File: config.mk
export PLATFORM = sky130hd
export DESIGN_NAME = frame_window_rw
export DESIGN_NICKNAME = d
export VERILOG_FILES = /design/src/rtl/frame_pkg.sv /design/src/rtl/window_scan.sv /design/src/rtl/frame_window_rw.sv
export SDC_FILE = /design/constraint.sdc
export NUM_CORES = 1
export LEC_CHECK = 0
export BUFFER_PORTS_ARGS = -buffer_cell sky130_fd_sc_hd__buf_2
export CAP_MARGIN = 20
export CORE_UTILIZATION = 25
export DETAILED_ROUTE_END_ITERATION = 7
export HOLD_SLACK_MARGIN = 0.03
export PLACE_DENSITY = 0.51
export REMOVE_ABC_BUFFERS = 1
export SYNTH_ARGS = -nofsm -noshare
export SYNTH_HDL_FRONTEND = slang
export SYNTH_SLANG_ARGS = --single-unit
File: constraint.sdc
create_clock -name clk -period 7.9 [get_ports clk]
set_input_delay 0.395 -clock clk [delete_from_list [all_inputs] [get_ports clk]]
set_output_delay 0.395 -clock clk [all_outputs]
set_load 0.02 [all_outputs]
File: src/rtl/frame_pkg.sv
// Shared types for the playfield window engines: operation codes, engine states,
// the grid cell type and the window cell index helper.
package frame_pkg;

    typedef enum logic [1:0] {
        OP_LOAD  = 2'd0,
        OP_CHECK = 2'd1,
        OP_WRITE = 2'd2,
        OP_NOP   = 2'd3
    } op_t;

    typedef enum logic [1:0] {
        ST_IDLE  = 2'd0,
        ST_SCAN  = 2'd1,
        ST_DRAIN = 2'd2,
        ST_DONE  = 2'd3
    } state_t;

    localparam int CELL_W = 3;
    typedef logic [CELL_W-1:0] cell_t;

    // Row-major position of window cell (r,c) in a packed WIN x WIN frame.
    function automatic int cell_idx(input int r, input int c, input int win);
        return r * win + c;
    endfunction

endpackage

File: src/rtl/window_scan.sv
// Row-major WIN x WIN cell walker: counter, signed grid position and in-grid test.
// Position outputs are combinational from the counter; the counter advances on step.
module window_scan
    import frame_pkg::*;
#(
    parameter int GRID_ROWS = 20,
    parameter int GRID_COLS = 10,
    parameter int WIN       = 5,
    parameter int OW        = 6,
    parameter int RA        = $clog2(GRID_ROWS),
    parameter int CA        = $clog2(GRID_COLS),
    parameter int IW        = $clog2(WIN*WIN)
) (
    input  logic                 clk,
    input  logic                 rst,
    input  logic                 clr,
    input  logic                 step,
    input  logic signed [OW-1:0] row_org,
    input  logic signed [OW-1:0] col_org,
    output logic [IW-1:0]        idx,
    output logic                 last,
    output logic                 in_grid,
    output logic                 above,
    output logic [RA-1:0]        row_addr,
    output logic [CA-1:0]        col_addr
);

    localparam int RW = $clog2(WIN);
    localparam logic signed [OW:0] ROWS_S = (OW+1)'(GRID_ROWS);
    localparam logic signed [OW:0] COLS_S = (OW+1)'(GRID_COLS);

    logic [RW-1:0]     r;
    logic [RW-1:0]     c;
    logic signed [OW:0] pr;
    logic signed [OW:0] pc;
    logic              row_ok;
    logic              col_ok;

    always_ff @(posedge clk or posedge rst) begin
        if (rst) begin
            r <= '0;
            c <= '0;
        end else if (clr) begin
            r <= '0;
            c <= '0;
        end else if (step && !last) begin
            if (c == RW'(WIN-1)) begin
                c <= '0;
                r <= r + 1'b1;
            end else begin
                c <= c + 1'b1;
            end
        end
    end

    assign last = (r == RW'(WIN-1)) && (c == RW'(WIN-1));
    assign idx  = IW'(cell_idx(int'(r), int'(c), WIN));

    // One extra bit so origin + offset can never wrap.
    assign pr = $signed({row_org[OW-1], row_org}) + $signed({{(OW+1-RW){1'b0}}, r});
    assign pc = $signed({col_org[OW-1], col_org}) + $signed({{(OW+1-RW){1'b0}}, c});

    assign row_ok  = !pr[OW] && (pr < ROWS_S);
    assign col_ok  = !pc[OW] && (pc < COLS_S);
    assign in_grid = row_ok && col_ok;
    assign above   = pr[OW] && col_ok;

    assign row_addr = pr[RA-1:0];
    assign col_addr = pc[CA-1:0];

endmodule

File: src/rtl/frame_window_rw.sv
// Window engine: LOAD/CHECK/WRITE a WIN x WIN frame against the grid, one cell per clock.
// LOAD/CHECK finish in N+2 cycles, WRITE in N+1; start is ignored while busy, abort returns to idle.
module frame_window_rw
    import frame_pkg::*;
#(
    parameter int            GRID_ROWS   = 20,
    parameter int            GRID_COLS   = 10,
    parameter int            WIN         = 5,
    parameter int            CW          = 3,
    parameter logic [CW-1:0] OOB_FILL    = 3'd7,
    parameter bit            ALLOW_ABOVE = 1'b1,
    parameter int            RA          = $clog2(GRID_ROWS),
    parameter int            CA          = $clog2(GRID_COLS),
    parameter int            OW          = $clog2(((GRID_ROWS > GRID_COLS) ? GRID_ROWS : GRID_COLS) + WIN) + 1,
    parameter int            N           = WIN*WIN
) (
    input  logic                 clk,
    input  logic                 rst,
    input  logic                 start,
    input  logic [1:0]           op,
    input  logic                 merge,
    input  logic signed [OW-1:0] row_org,
    input  logic signed [OW-1:0] col_org,
    input  logic [N*CW-1:0]      frame_in,
    input  logic                 abort,
    output logic                 busy,
    output logic                 done,
    output logic                 hit,
    output logic [N*CW-1:0]      frame_out,
    output logic                 grid_re,
    output logic [RA-1:0]        grid_rrow,
    output logic [CA-1:0]        grid_rcol,
    input  logic [CW-1:0]        grid_rdata,
    output logic                 grid_we,
    output logic [RA-1:0]        grid_wrow,
    output logic [CA-1:0]        grid_wcol,
    output logic [CW-1:0]        grid_wdata
);

    localparam int IW = $clog2(N);
    localparam int NB = N*CW;

    state_t              state;
    state_t              state_nxt;
    op_t                 op_q;
    logic                merge_q;
    logic signed [OW-1:0] row_q;
    logic signed [OW-1:0] col_q;
    logic [NB-1:0]       frame_q;

    logic                accept;
    logic                scanning;
    logic [IW-1:0]       idx;
    logic                last;
    logic                in_grid;
    logic                above;
    logic [RA-1:0]       row_addr;
    logic [CA-1:0]       col_addr;
    logic [CW-1:0]       cur_cell;
    logic                rd_op;
    logic                wr_cell;

    logic                cap_vld;
    logic [IW-1:0]       cap_idx;
    logic                cap_in;
    logic                cap_fnz;
    logic                cap_ohit;
    logic [CW-1:0]       cap_val;
    logic                cell_hit;
    logic [NB-1:0]       frame_buf;
    logic [NB-1:0]       buf_nxt;
    logic                hit_acc;
    logic                hit_nxt;

    assign accept   = ((state == ST_IDLE) || (state == ST_DONE)) && start && !abort;
    assign scanning = (state == ST_SCAN);

    window_scan #(
        .GRID_ROWS (GRID_ROWS),
        .GRID_COLS (GRID_COLS),
        .WIN       (WIN),
        .OW        (OW),
        .RA        (RA),
        .CA        (CA),
        .IW        (IW)
    ) u_scan (
        .clk      (clk),
        .rst      (rst),
        .clr      (accept),
        .step     (scanning),
        .row_org  (row_q),
        .col_org  (col_q),
        .idx      (idx),
        .last     (last),
        .in_grid  (in_grid),
        .above    (above),
        .row_addr (row_addr),
        .col_addr (col_addr)
    );

    assign cur_cell = frame_q[idx*CW +: CW];
    assign rd_op    = (op_q == OP_LOAD) || (op_q == OP_CHECK);
    assign wr_cell  = scanning && (op_q == OP_WRITE) && in_grid && !(merge_q && (cur_cell == '0));

    assign grid_re    = scanning && rd_op && in_grid;
    assign grid_rrow  = grid_re ? row_addr : '0;
    assign grid_rcol  = grid_re ? col_addr : '0;
    assign grid_we    = wr_cell;
    assign grid_wrow  = wr_cell ? row_addr : '0;
    assign grid_wcol  = wr_cell ? col_addr : '0;
    assign grid_wdata = wr_cell ? cur_cell : '0;

    assign busy = (state == ST_SCAN) || (state == ST_DRAIN);
    assign done = (state == ST_DONE);

    always_comb begin
        state_nxt = state;
        case (state)
            ST_IDLE, ST_DONE: begin
                if (abort)      state_nxt = ST_IDLE;
                else if (start) state_nxt = (op_t'(op) == OP_NOP) ? ST_DONE : ST_SCAN;
                else            state_nxt = ST_IDLE;
            end
            ST_SCAN: begin
                if (abort)     state_nxt = ST_IDLE;
                else if (last) state_nxt = (op_q == OP_WRITE) ? ST_DONE : ST_DRAIN;
            end
            ST_DRAIN: state_nxt = abort ? ST_IDLE : ST_DONE;
            default:  state_nxt = ST_IDLE;
        endcase
    end

    // Off-grid cells ride the same one-cycle slot as reads so captures stay in order.
    always_ff @(posedge clk or posedge rst) begin
        if (rst) begin
            cap_vld  <= 1'b0;
            cap_idx  <= '0;
            cap_in   <= 1'b0;
            cap_fnz  <= 1'b0;
            cap_ohit <= 1'b0;
        end else begin
            cap_vld  <= scanning && rd_op;
            cap_idx  <= idx;
            cap_in   <= in_grid;
            cap_fnz  <= (cur_cell != '0);
            cap_ohit <= !in_grid && !(ALLOW_ABOVE && above);
        end
    end

    assign cap_val  = cap_in ? grid_rdata : OOB_FILL;
    assign cell_hit = cap_vld && cap_fnz && (cap_in ? (grid_rdata != '0) : cap_ohit);
    assign hit_nxt  = hit_acc || cell_hit;

    always_comb begin
        buf_nxt = frame_buf;
        if (cap_vld) buf_nxt[cap_idx*CW +: CW] = cap_val;
    end

    // Results are staged in frame_buf/hit_acc and published only on completion,
    // so an aborted operation leaves frame_out untouched.
    always_ff @(posedge clk or posedge rst) begin
        if (rst) begin
            state     <= ST_IDLE;
            op_q      <= OP_LOAD;
            merge_q   <= 1'b0;
            row_q     <= '0;
            col_q     <= '0;
            frame_q   <= '0;
            frame_buf <= '0;
            hit_acc   <= 1'b0;
            hit       <= 1'b0;
            frame_out <= '0;
        end else begin
            state     <= state_nxt;
            frame_buf <= buf_nxt;
            hit_acc   <= hit_nxt;
            if (accept) begin
                op_q    <= op_t'(op);
                merge_q <= merge;
                row_q   <= row_org;
                col_q   <= col_org;
                frame_q <= frame_in;
                hit_acc <= 1'b0;
                hit     <= 1'b0;
            end
            if ((state == ST_DRAIN) && !abort) begin
                if (op_q == OP_LOAD)  frame_out <= buf_nxt;
                if (op_q == OP_CHECK) hit       <= hit_nxt;
            end
        end
    end

endmodule

==> results by stage, run 1 <==
Power and ir drop:
- The power share of the clock group is 28.3%.
- The internal power is 0.003679 W.
- The power share of the sequential group is 37.4%.
- For this design the ratio of total power to cell area is 386.9 mW/mm².
- For this design the static power due to leakage is 7.009 nW.
- The combinational group share of total power is 34.4%.
- The switching part of the total power is 36.42%.
- Summed over all nets, the switching power comes to 0.002107 W.
- Across the VDD grid, the largest voltage drop is 0.2019 mV.

Logic synthesis:
- In the synthesized netlist the dominant register cell turns out to be sky130_fd_sc_hd__dfrtp_1.
- The number of distinct standard cells referenced by the synthesized netlist is 50.
- The register bit total from synthesis is 259.
- By count the netlist is led by sky130_fd_sc_hd__nand2_1, sky130_fd_sc_hd__dfrtp_1, sky130_fd_sc_hd__mux2_2, sky130_fd_sc_hd__mux2i_1, sky130_fd_sc_hd__inv_1.
- After synthesis, the largest area contributor takes up 56.70% of total cell area.
- The share of synthesized area occupied by flip-flops and latches is 56.70%.
- Synthesis produced 1078 cells.
- The number of warnings reported in the yosys synthesis log is 0.
- The share of flip-flops with an asynchronous set or reset is 100.0%.
- The library cell with the highest instance count after synthesis is sky130_fd_sc_hd__nand2_1.
- After synthesis, the cell types taking the most area are sky130_fd_sc_hd__dfrtp_1, sky130_fd_sc_hd__nand2_1, sky130_fd_sc_hd__mux2_2, sky130_fd_sc_hd__mux2i_1, sky130_fd_sc_hd__ha_1.
- The per-instance average area after synthesis is 10.60 µm².
- The number of synthesized flops with an enable pin is 0.
- The summed instance area of the synthesized netlist is 0.01143 mm².
- The cell type with the largest total area after synthesis is sky130_fd_sc_hd__dfrtp_1.

Final layout:
- The share of layout cells above drive strength 1 is 26.03%.
- The number of fill cells in the layout is 4593.
- The post-synthesis to final-layout area growth is 30.85%.
- At the end of the flow, the number of nets in the layout was 1465.
- The number of antenna diodes in the final layout is 0.
- The fraction of the core area covered by cells at the end of the flow is 33.46%.
- The final design instance area without fill is 0.01496 mm².

Setup path:
- The sum of buffers and inverters on the critical path is 2.
- Counting stages on the worst path, the most repeated cell is sky130_fd_sc_hd__ha_1.
- For the worst setup path, the data required time is 7.51 ns.
- The slowest stage of the critical path is the sky130_fd_sc_hd__fa_1 cell.
- In this run the critical register-to-register path is launched from u_scan.r[0].
- The cell class contributing the biggest share of worst-path delay is adder cells.
- In this run the critical register-to-register path is captured at cap_fnz.
- The startpoint type of the worst setup path is a flop.
- The highest net fanout along the worst path is 10.
- The endpoint type of the worst setup path is a primary output.
- On the worst path, the slowest cell contributes a delay of 0.51 ns.
- The classification of the worst setup path is flop to primary output.
- For the worst setup path, the data arrival time is 4.34 ns.
- The worst-case register-to-register setup slack is 4.52 ns.
- The worst-case reg-to-reg path depth is 9.
- The critical path goes through ha_1 -> ha_1 -> fa_1 -> xnor2_4 -> clkinv_1 -> and4b_1 -> a31oi_1 -> nand4_1 -> a21boi_4 -> nor3b_1 -> buf_2.

Floorplanning:
- The vertical die dimension is 215.8 µm.
- The top-level I/O count is 198.
- The standard-cell row count is 77.
- The core footprint is 0.04470 mm².
- The initial core utilization is 25.57%.
- The width of the chip is 215.8 µm.
- The die outline area is 0.04658 mm².

Status:
- The checks that failed: hold timing.
- The flow ran to the end, but the final reports show violations.

Clocking:
- The total number of H-tree levels is 1.
- For this design, the sink count on the clock tree is 259.
- The clock root buffer is sky130_fd_sc_hd__clkbuf_16.
- The post-CTS resize count is 0.
- Counting the buffers created by CTS gives 31.
- After clock tree synthesis, the clock-pin slew on the worst setup and hold paths is 0.06 ns.
- The source-to-sink clock delay at the later pin of the worst-skew pair is 0.56 ns.
- The clock passes through at most 3 buffers.
- The clock tree from TritonCTS is yes.

STA:
- The highest clock rate is 211.1 MHz.
- The final setup skew is 0.01041 ns.
- Setup repair after global routing left no endpoint under its margin.
- The worst path uses 59.96% of the clock period.
- The worst pin sits at a relative slew slack of 33.63%.
- The transition time at the pin with the least slew margin is 0.9955 ns.
- The minimum clock period is 4.737 ns.
- The final hold slack is -0.01233 ns.
- The total of endpoints with negative setup slack in the final report is 0.
- For the final routed database, the setup TNS stands at 0 ns.
- The final hold violation count is 5.
- The final number of max-transition violations is 0.

Routing:
- After detailed routing, the average wire length per cell comes to 15.72 µm.
- The total vias in the final route is 8408.
- The detailed-router iteration count before antenna repair is 4.
- The post-detailed-route via-to-cell ratio is 4.299.
- The count of nets left with antenna violations once routing finished came out at 0.
- In the routed design, unresolved DRC markers number 0.
- The first routing iteration left 478 violations.
- For this block, the routed nets add up to 30750 µm of wire.

Global route:
- In this run the most used layer during global routing was met2.
- The number of global-route vias before repair is 8801.
- The first global-routing pass estimated 49470 µm of wire.
- The final global-route overflow total is 0.
- The pin count of the biggest net entering global routing is 138.
- The overall track demand over capacity in global routing is 13.39%.
- The initial antenna violation count came to 0.
- The global-route met1 utilization is 17.97%.
- The met3 usage in global routing is 2.297%.
- For met2 alone, demand over resource in global routing was 22.42%.

Placed design:
- The placed cell area is 0.01304 mm².
- Detailed placement ended at an HPWL of 21260 µm.
- In this run the tool buffered the top-level ports with 197 buffer cells.
- The routability congestion estimate from global placement is 0.7846.

Run:
- The tool flagged a number of max-cap violations equal to 0.

Worst hold path:
- The tightest min-delay check is of the input pin to async pin type.
## placed cells by master (no fill, tap or decap), types with 30 or more instances in the layout
cell type / instances
sky130_fd_sc_hd__mux2_2: 77
sky130_fd_sc_hd__buf_2: 197
sky130_fd_sc_hd__dfrtp_1: 259
sky130_fd_sc_hd__clkbuf_16: 31
sky130_fd_sc_hd__nor2_1: 30
sky130_fd_sc_hd__o21ai_0: 47
sky130_fd_sc_hd__inv_1: 53
sky130_fd_sc_hd__dlygate4sd3_1: 72
sky130_fd_sc_hd__mux2i_1: 55
sky130_fd_sc_hd__nand2_1: 336
## sequential cells by signal, summed over array words and instances, names as in the netlist, 2 cells and up
name / cells
frame_buf: 75
u_scan.r: 3
op_q: 2
u_scan.c: 3
col_q: 6
row_q: 6
frame_q: 75
cap_idx: 5
frame_out: 75
state: 2
## repair_timing
action,CTS,global route
buffers inserted,0,0
hold endpoints to repair,72,0
hold buffers,72,0
## power groups by stage
stage | registers, W | clock network, W | logic [W]
floorplan | 0.00232 | 0 | 0.00116
global placement | 0.00218 | 0 | 0.00196
detailed placement | 0.00219 | 0 | 0.00199
CTS | 0.00217 | 0.00169 | 0.00202
global route | 0.00223 | 0.00174 | 0.00222
finish | 0.00216 | 0.00164 | 0.00199
## worst max path at each step
| stage | startpoint | endpoint | slack, ns | cells past startpoint |
|---|---|---|---|---|
| 6_report | u_scan.r[0] | grid_wcol[0] | 3.16 | 11 |
| 3_5_place_dp | u_scan.r[0] | grid_wcol[0] | 3.72 | 11 |
| 2_1_floorplan | rst | cap_fnz | 0.38 | 1 |
| 4_1_cts | u_scan.r[0] | grid_wcol[0] | 3.06 | 11 |
| 5_1_grt | u_scan.r[0] | grid_wcol[0] | 2.79 | 11 |
| 3_3_place_gp | u_scan.r[0] | grid_wcol[0] | 3.81 | 11 |
## kinds of logic (layout without fill, tap and decap cells)
kind of cell / Yosys count / in the layout / synth area share (%)
compound gates: 90 / 90 / 4.664
simple gates: 446 / 446 / 16.41
fa+ha+maj: 27 / 27 / 3.153
flops: 259 / 259 / 56.71
xor+xnor: 15 / 15 / 1.314
mux: 142 / 142 / 14.37
buf+inv: 99 / 385 / 3.382
## per-stage QoR
| stage | hold slack [ns] | power (W) | instances | worst slack [ns] |
|---|---|---|---|---|
| after floorplan | 0.4332 | 0.003487 | 1034 | 0.3782 |
| after global placement | 0.4474 | 0.004146 | 1827 | 3.812 |
| after detailed placement | 0.4564 | 0.004185 | 1827 | 3.725 |
| after CTS | 0.03437 | 0.005885 | 1955 | 3.064 |
| after global routing | 0.04693 | 0.006187 | 1956 | 2.790 |
| final | -0.01233 | 0.005787 | 1956 | 3.163 |
## area by class of cell
cell class                      instances  area [µm²]  area share, %
Clock buffer                           35       820.8          5.488
Clock inverter                         21       354.1          2.368
Inverter                               55       214.0          1.431
Multi-Input combinational cell        720        4576          30.59
Sequential cell                       259        6481          43.34
Tap cell                              592       740.7          4.953
Timing Repair Buffer                  274        1769          11.83
## metal layers
metal	share of wire (%)	vias up
met5	0	-
met1	46	4053
met3	5.1	33
li1	-	4113
met4	1.5	0
met2	47	209
Power figures use the tool's default switching activity.
==> run 2, diff against run 1 <==
- PLACE_DENSITY: 0.51 -> 0.5
- clock period: 7.9 -> 4.8 ns (I/O delays scaled with it)
==> results by stage, run 2 (same netlist as run 1, synthesis figures left out) <==
STA:
- The transition time at the pin with the least slew margin is 0.9614 ns (-0.03405 ns).
- The final number of max-transition violations was 0 (unchanged).
- Setup repair after global routing left no endpoint under its margin.
- The final setup skew was 0.01197 ns (+0.001554 ns).
- The final hold violation count was 0 (-5).
- The worst slew margin relative to its limit is 35.90% (+2.3 points).
- The smallest setup slack after layout came to 0.2682 ns (-2.895 ns).
- The minimum clock period is 4.532 ns.
- For this run, the top clock speed supported by timing is 220.7 MHz.
- The total of endpoints with negative setup slack in the final report is 0 (unchanged).
- The ratio of final minimum period to clock period is 94.41%.

Clocking:
- The number of clock buffers inserted by TritonCTS came to 30 (-3.2%).
- The source-to-sink clock delay at the later pin of the worst-skew pair came to 0.56 ns (about the same).
- The clock transition at the register clock pins on the worst setup and hold paths after CTS is 0.06 ns (about the same).
- The post-CTS resize count is 0 (unchanged).
- The clock tree from TritonCTS is yes.
- The clock root buffer is sky130_fd_sc_hd__clkbuf_16.
- The total number of H-tree levels is 1 (unchanged).
- The number of clock sinks is 259 (unchanged).
- The clock tree buffer depth is 3 (unchanged).

Placed design:
- The count of input and output buffers is 197 (unchanged).
- The placed instance count is 1832 (+0.27%).
- The worst slack after detailed placement is 0.7755 ns (-2.949 ns).
- The routability congestion estimate from global placement is 0.7550 (-3.8%).
- The half-perimeter wire length of the detailed placement result is 21820 µm (+2.6%).
- The placed cell area is 0.01308 mm² (+0.29%).

Global route:
- The final global-route overflow total is 0 (unchanged).
- The initial antenna violation count is 0 (unchanged).
- The overall track demand over capacity in global routing is 13.78% (+0.39 points).
- The global-route wire length before repair came to 50790 µm (+2.7%).
- The number of global-route vias before repair came to 9016 (+2.4%).
- The pin count of the biggest net entering global routing is 119 (-14%).

Routing:
- After detailed routing, no signal wire sits above met4.
- The total vias in the final route came to 8566 (+1.9%).
- The post-detailed-route via-to-cell ratio is 4.328 (+0.70%).
- The post-detailed-route count of antenna-violating nets is 0 (unchanged).
- The post-detailed-route DRC marker count is 0 (unchanged).
- The sum of routed wire length over all layers is 31590 µm (+2.7%).
- The routed length on met1 is 14590 µm (+3.1%).
- The met3 wire length is 1340 µm (-15%).
- The routed wire length on met2 is 15210 µm (+4.4%).
- The detailed-router iteration count before antenna repair is 7 (+3).
- The wire length per cell is 15.96 µm (+1.5%).
- The first-iteration detailed-routing DRC count came to 452 (-5.4%).

Floorplanning:
- The width of the chip came to 215.8 µm (unchanged).
- The core footprint is 0.04470 mm² (unchanged).
- The vertical die dimension is 215.8 µm (unchanged).
- The die outline area was 0.04658 mm² (unchanged).
- The top-level I/O count is 198 (unchanged).
- The initial core utilization was 25.57% (unchanged).
- The standard-cell row count is 77 (unchanged).

Power and ir drop:
- The worst IR drop on VDD is 0.2507 mV (+24%).
- The reported leakage power is 7.052 nW (+0.61%).
- The power density relative to cell area is 615.4 mW/mm² (+59%).
- The post-route total power came to 0.009263 W (+60%).

Setup path:
- The arrival time at the worst endpoint is 4.29 ns (-0.05 ns).
- The highest net fanout along the worst path is 13 (+3).
- The classification of the worst setup path is flop to primary output.
- The endpoint type of the worst setup path is a primary output.
- The required time of the worst setup path is 4.56 ns (-2.95 ns).
- The startpoint type of the worst setup path is a flop.

Final layout:
- The net total in the final layout is 1490 (+1.7%).
- The fraction of the core area covered by cells at the end of the flow is 33.67% (+0.22 points).
- Leaving out fill and tap cells, the most frequent cells in the layout are sky130_fd_sc_hd__nand2_1, sky130_fd_sc_hd__dfrtp_1, sky130_fd_sc_hd__buf_2.
- The area growth from synthesis to layout is 31.69%.
- The largest registers in the layout are frame_buf: 75 flops, frame_out: 75 flops, frame_q: 75 flops.
- Leaving out fill and tap cells, the most frequent cell in the layout is sky130_fd_sc_hd__nand2_1.
- The number of antenna cells inserted is 0 (unchanged).
- The share of layout cells above drive strength 1 came to 25.81% (-0.22 points).
- The final design instance area without fill came to 0.01505 mm² (+0.64%).
- The post-layout instance count excluding filler cells is 1979 (+1.2%).

Status:
- The run finished with clean final reports.

Worst hold path:
- The path type of the worst min-delay path is input pin to flop.

Run:
- The count of maximum capacitance violations came to 0 (unchanged).
-- run 2: cell types whose count changed in the layout (fill, tap and decap cells not counted), moves of 4 or more --
cell and change:
sky130_fd_sc_hd__inv_6 -4, sky130_fd_sc_hd__buf_4 +7, sky130_fd_sc_hd__clkbuf_8 +4, sky130_fd_sc_hd__bufinv_16 -6, sky130_fd_sc_hd__dlygate4sd3_1 +19
-- run 2: per-stage QoR --
| step | TNS [ns] | hold WS [ns] |
|---|---|---|
| finish | 0 | 0.07948 |
| global route | 0 | 0.09774 |
| CTS | 0 | 0.04626 |
| detailed placement | 0 | 0.4324 |
| global placement | 0 | 0.4324 |
| floorplan | -840.81 | 0.3454 |
-- run 2: worst paths after layout --
check | startpoint | to | slack [ns] | cells after the start
min in group asynchronous | rst | state[1] | 0.38 | 3
max | u_scan.c[0] | grid_wdata[2] | 0.27 | 10
min | abort | hit_acc | 0.08 | 3
max in group asynchronous | rst | frame_buf[50] | 3.29 | 4
max reg2reg | u_scan.r[0] | cap_fnz | 1.47 | 9
min reg2reg | frame_q[34] | frame_q[34] | 0.47 | 2
-- run 2: critical path, stage by stage (launching register included) --
cell	delay, ns
sky130_fd_sc_hd__dfrtp_1	0.44
sky130_fd_sc_hd__ha_1	0.20
sky130_fd_sc_hd__inv_1	0.05
sky130_fd_sc_hd__fa_1	0.40
sky130_fd_sc_hd__xor2_1	0.53
sky130_fd_sc_hd__a21boi_0	0.19
sky130_fd_sc_hd__mux2_2	0.29
sky130_fd_sc_hd__o21ai_1	0.24
sky130_fd_sc_hd__or3b_1	0.67
sky130_fd_sc_hd__a211oi_1	0.47
sky130_fd_sc_hd__buf_2	0.24
-- run 2: repair_timing --
item                                    CTS  global route
buffers inserted                          0             2
hold buffers                             91             0
endpoints found under the hold margin   205             0
endpoints found under the setup margin    0             8
-- run 2: area by class of cell --
| class | count | area, µm² |
|---|---|---|
| Fill cell | 4600 | 29650 |
| Tap cell | 592 | 740.7 |
| Multi-Input combinational cell | 720 | 4576 |
| Clock inverter | 13 | 148.9 |
| Inverter | 55 | 214.0 |
| Sequential cell | 259 | 6481 |
| Clock buffer | 40 | 879.6 |
| Timing Repair Buffer | 300 | 2012 |
-- run 2: per-layer routing --
metal	GRT usage, %	vias up
met5	0	-
met4	2.979	0
met3	2.227	35
met2	23.14	195
met1	18.57	4189
li1	-	4147
-- run 2: where the power goes --
part	switching [W]	internal (W)	total, W
logic	0.00203	0.00132	0.00335
clock network	0.000929	0.00144	0.00237
registers	0.000493	0.00305	0.00354
total	0.00346	0.00581	0.00926
